### config.mk
export PLATFORM = sky130hd
export DESIGN_NAME = chdr_16sc_to_8sc
export DESIGN_NICKNAME = d
export VERILOG_FILES = /design/src/rtl/chdr_16sc_to_8sc.sv
export SDC_FILE = /design/constraint.sdc
export NUM_CORES = 1
export LEC_CHECK = 0
export CAP_MARGIN = 10
export CORE_MARGIN = 4
export CORE_UTILIZATION = 43
export DETAILED_ROUTE_END_ITERATION = 10
export PLACE_DENSITY = 0.75
export SLEW_MARGIN = 0
export SYNTH_ARGS = -nofsm -noshare
export SYNTH_HDL_FRONTEND = slang
export SYNTH_SLANG_ARGS = --single-unit
### constraint.sdc
create_clock -name clk -period 4.05 [get_ports clk]
set_input_delay 0.81 -clock clk [delete_from_list [all_inputs] [get_ports clk]]
set_output_delay 0.81 -clock clk [all_outputs]
set_load 0.1 [all_outputs]
### src/rtl/chdr_16sc_to_8sc.sv
`default_nettype none
// +----------------------------------------------------------------------------+
// | chdr_16sc_to_8sc                                                           |
// | Zero-latency CHDR packet converter: sc16 payload to sc8, header rewrite.   |
// | Revision: 1.0                                                              |
// +----------------------------------------------------------------------------+
module chdr_16sc_to_8sc #(
    parameter logic [7:0] BASE = 8'd0
) (
    input  logic        clk,
    input  logic        reset,
    input  logic        set_stb,
    input  logic [7:0]  set_addr,
    input  logic [31:0] set_data,
    input  logic [63:0] i_tdata,
    input  logic        i_tlast,
    input  logic        i_tvalid,
    output logic        i_tready,
    output logic [63:0] o_tdata,
    output logic        o_tlast,
    output logic        o_tvalid,
    input  logic        o_tready
);

    localparam logic [1:0] S_HDR    = 2'd0;
    localparam logic [1:0] S_TIME   = 2'd1;
    localparam logic [1:0] S_PAY_LO = 2'd2;
    localparam logic [1:0] S_PAY_HI = 2'd3;

    logic [1:0]  state_q, state_d;
    logic [31:0] hold_q, hold_d;
    logic [16:0] ctrl_q, ctrl_d;

    logic        rdy, vld, last, beat;
    logic [63:0] data;
    logic [15:0] h_len, out_len;
    logic [31:0] conv;
    logic        unused_set_data;

    assign unused_set_data = ^set_data[31:17];

    // Round-to-nearest via +128 before the arithmetic shift; only +128 can overflow.
    function automatic logic [7:0] sat8(input logic [15:0] x);
        logic signed [16:0] t;
        t = $signed({x[15], x}) + 17'sd128;
        t = t >>> 8;
        if (t > 17'sd127)
            return 8'h7F;
        else if (t < -17'sd128)
            return 8'h80;
        else
            return t[7:0];
    endfunction

    always_comb begin
        state_d = state_q;
        hold_d  = hold_q;
        ctrl_d  = ctrl_q;
        rdy     = 1'b0;
        vld     = 1'b0;
        last    = 1'b0;
        data    = 64'h0;
        h_len   = i_tdata[61] ? 16'd16 : 16'd8;
        out_len = h_len + ((i_tdata[47:32] - h_len) >> 1);
        conv    = {sat8(i_tdata[63:48]), sat8(i_tdata[47:32]),
                   sat8(i_tdata[31:16]), sat8(i_tdata[15:0])};

        if (set_stb && (set_addr == BASE))
            ctrl_d = set_data[16:0];

        case (state_q)
            S_HDR: begin
                vld  = i_tvalid;
                rdy  = o_tready;
                last = i_tlast;
                data = {i_tdata[63:48], out_len,
                        ctrl_q[16] ? {i_tdata[15:0], ctrl_q[15:0]} : i_tdata[31:0]};
            end
            S_TIME: begin
                vld  = i_tvalid;
                rdy  = o_tready;
                last = i_tlast;
                data = i_tdata;
            end
            S_PAY_LO: begin
                if (i_tlast) begin
                    vld  = i_tvalid;
                    rdy  = o_tready;
                    last = 1'b1;
                    data = {conv, 32'h0};
                end else begin
                    rdy = 1'b1;
                end
            end
            default: begin
                vld  = i_tvalid;
                rdy  = o_tready;
                last = i_tlast;
                data = {hold_q, conv};
            end
        endcase

        beat = i_tvalid & rdy;
        if (beat) begin
            case (state_q)
                S_HDR:    state_d = i_tlast ? S_HDR : (i_tdata[61] ? S_TIME : S_PAY_LO);
                S_TIME:   state_d = i_tlast ? S_HDR : S_PAY_LO;
                S_PAY_LO: begin
                    state_d = i_tlast ? S_HDR : S_PAY_HI;
                    if (!i_tlast)
                        hold_d = conv;
                end
                default:  state_d = i_tlast ? S_HDR : S_PAY_LO;
            endcase
        end
    end

    // Outputs are forced quiet for as long as reset is held low.
    assign i_tready = reset & rdy;
    assign o_tvalid = reset & vld;
    assign o_tlast  = reset & last;
    assign o_tdata  = reset ? data : 64'h0;

    always_ff @(posedge clk or negedge reset) begin
        if (!reset) begin
            state_q <= S_HDR;
            hold_q  <= 32'h0;
            ctrl_q  <= 17'h0;
        end else begin
            state_q <= state_d;
            hold_q  <= hold_d;
            ctrl_q  <= ctrl_d;
        end
    end

endmodule
`default_nettype wire

==> results_dict.tcl, run 1 <==
set metrics [dict create \
    drt_iter0_markers 624 \
    areaGrowthSynthToFinish_pct 61.35 \
    tritoncts "built" \
    floorplan.initialDensity_pct 44.72 \
    fin_crit_sh_pct 106.5 \
    io_pins 177 \
    fmax_mhz 231.8 \
    m1WireLength_um 9579 \
    core_um2 12210 \
    critPathTopFamily "adder cells" \
    synth-edff-count 0 \
    grt_max_degree 81 \
    cts_hold_buf 0 \
    swShare_pct 50.71 \
    crit_type "in2out" \
    finalCriticalPeriod_ns 4.314 \
    setup_viol 9 \
    dpl.cell_count 1103 \
    worst-path-stages 14 \
    die_x_um 120.7 \
    reg2regPathDepth 4 \
    clockBufferDepth 2 \
    crit_chain "buf_8 > clkinvlp_4 > ha_4 > fa_2 > xor2_2 > buf_4 > ha_1 > a21oi_2 > a211o_1 > a2111oi_4 > buf_4 > and4_1 > o31ai_4 > buf_12" \
    crit_fanout 3 \
    synthArstFlopShare_pct 100.0 \
    critPathMaxStageDelay_ns 0.36 \
    hold-worst-slack_ns 0.3903 \
    finalWorstSetupSlack_ns -0.2643 \
    ys_seq_area_share_pct 23.37 \
    clk_pin_slew_ns 0.07 \
    worstPathArrival_ns 3.50 \
    nets 1066 \
    numCtsBuffers 5 \
    wire_per_inst_um 20.41 \
    netlist_area_um2 5461 \
    vdd_drop_max_uv 239.0 \
    post-synth-top-area-fraction_pct 23.37 \
    via_count 6720 \
    wl_met3_um 1628 \
    max-cap-violations 0 \
    ys_top_cells_by_count "104 x o21ai_0, 103 x nand2_1, 54 x a21oi_1, 51 x dfrtp_1, 48 x clkbuf_1" \
    skew_ns 0.008894 \
    p_per_area_nw_per_um2 411.7 \
    insertion_delay_ns 0.31 \
    ant_nets 0 \
    critPathLaunchType "input pin" \
    place_area_um2 8546 \
    port_buffers 161 \
    grt_pass1_wl_um 35530 \
    cts.sinks 51 \
    pwr-share-clk_pct 13.1 \
    grt-ovfl-total 0 \
    failed_checks "negative setup slack" \
    antenna_found_initial 0 \
    yosysWarnings 0 \
    gp_congestion 0.9068 \
    crit_buf_inv 5 \
    power.switching_uw 1840 \
    outcome "complete, but fails checks" \
    hold_viol 0 \
    critPathSlowestCell "fa_2" \
    dr.pass1.iters 7 \
    tightest_slew_ns 0.7338 \
    p_seq_share_pct 21.2 \
    drive_gt1_share_pct 26.67 \
    fin_util_pct 72.16 \
    hpwl_um 17710 \
    via_per_inst 6.038 \
    yosysTopAreaCell "dfrtp_1" \
    ys_seq_elements 51 \
    grt_pass1_vias 6582 \
    report.final.slew_viol_count 0 \
    stdcell_count 1113 \
    synth_cell_types 76 \
    design_area_um2 8812 \
    cts-root-buf "clkbuf_16" \
    synthCells 746 \
    yosysMostFrequentCell "o21ai_0" \
    path_common_cell "buf_4" \
    p_comb_share_pct 65.8 \
    routed_wirelength_um 22720 \
    antennaDiodeCount 0 \
    grt.total_usage_pct 30.65 \
    h-tree-depth 2 \
    relSlewSlack_pct 51.08 \
    num_rows 40 \
    ys_top_cells_by_area "dfrtp_1 23%, o21ai_0 9.5%, nand2_1 7.1%" \
    worstSetupEndpointType "primary output" \
    die-area_um2 14570 \
    cp.required_ns 3.24 \
    p_leak_uw 0.003683 \
    routed.top_layer "met4" \
    drc 0 \
    synth_ff_type "dfrtp_1" \
    rsz0062_at_grt "true" \
    synth_nets 868 \
    die_y_um 120.7 \
    hold_path_class "in2async" \
    wl_met2_um 10910 \
    avgSynthCellArea_um2 7.321 \
    dp_slack_ns -0.7961 \
    intPower_uw 1788 \
]
[power by group through the flow]
stage	clock network, uW	registers (uW)	logic, uW
6_report	475	767	2390
5_1_grt	498	788	2500
4_1_cts	476	765	2360
3_5_place_dp	0	775	2350
3_3_place_gp	0	763	2320
2_1_floorplan	0	724	1490
[path summary, 6_finish.rpt]
| check | from | slack [ns] | to |
|---|---|---|---|
| setup / recovery | i_tdata[61] | -0.26 | o_tdata[46] |
| hold / removal | reset | 0.39 | state_q[0] |
| setup reg to reg | state_q[1] | 1.74 | hold_q[14] |
| hold reg to reg | hold_q[18] | 0.48 | hold_q[18] |
| max in group asynchronous | reset | 2.86 | ctrl_q[16] |
| min in group clk | hold_q[18] | 0.48 | hold_q[18] |
[worst register-to-register path, cell delays in order (launching register included)]
cell,delay [ns]
dfrtp_2,0.68
buf_4,0.68
and3_1,0.53
o2111ai_1,0.18
o21a_1,0.13
[kinds of logic after synthesis]
| kind of cell | synth area share (%) |
|---|---|
| compound gates | 31.71 |
| xor+xnor | 3.849 |
| fa+ha+maj | 3.024 |
| buf+inv | 5.544 |
| flops | 23.37 |
| mux | 7.629 |
| simple gates | 24.88 |
[placed cells by master (no fill, tap or decap), types with 6 or more instances in the layout]
cell type        count
buf_12              67
and3_1              12
and2_1              19
o311a_1              8
a31oi_1              8
ha_1                 8
nor2b_1             24
inv_1               14
clkdlybuf4s50_1     89
o211a_1              7
o211ai_1            12
buf_4               89
o21ai_1              6
nand3_1             16
xor2_1               7
nor3_1               9
mux2i_1             20
nor2_1              47
o21ai_0             94
nand4_1             10
dfrtp_1             50
mux2_2              17
xnor2_1             12
nand2_1            103
a21oi_1             44
o22ai_1             17
a21oi_2             10
[flip-flops by register name, summed over array words and instances (netlist names)]
register / cells
ctrl_q: 17
state_q: 2
hold_q: 32
[what timing repair did]
action,in CTS,in global routing
endpoints found under the setup margin,12,15
gates resized for setup,20,14
pin swaps,9,14
setup buffers,0,3
[metal layers]
layer	vias up	track usage, %
li1	3117	-
met1	3215	40.58
met2	346	51.97
met3	42	4.256
met4	0	9.065
met5	-	0
[per-stage QoR]
stage	TNS, ns	power [uW]
final	-1.742	3628
after floorplan	-1.315	2210
after global routing	-2.743	3789
after detailed placement	-7.572	3122
after CTS	-2.624	3604
after global placement	-6.641	3084
[area by class of cell]
cell class | count | area [um2]
timing repair buffer | 249 | 2942
inverter | 20 | 78.83
fill | 999 | 3400
clock buffer | 7 | 152.6
clock inverter | 1 | 7.507
multi-input combinational | 617 | 4144
sequential | 51 | 1277
tap | 168 | 210.2
Power figures use the tool's default switching activity.
==> run 2: changes to the inputs <==
CAP_MARGIN = unset   (was 10)
CTS_CLUSTER_DIAMETER = 60   (was unset)
==> results of run 2 <==
Same layout as run 1: the final DEF is identical, and so are final timing and power.
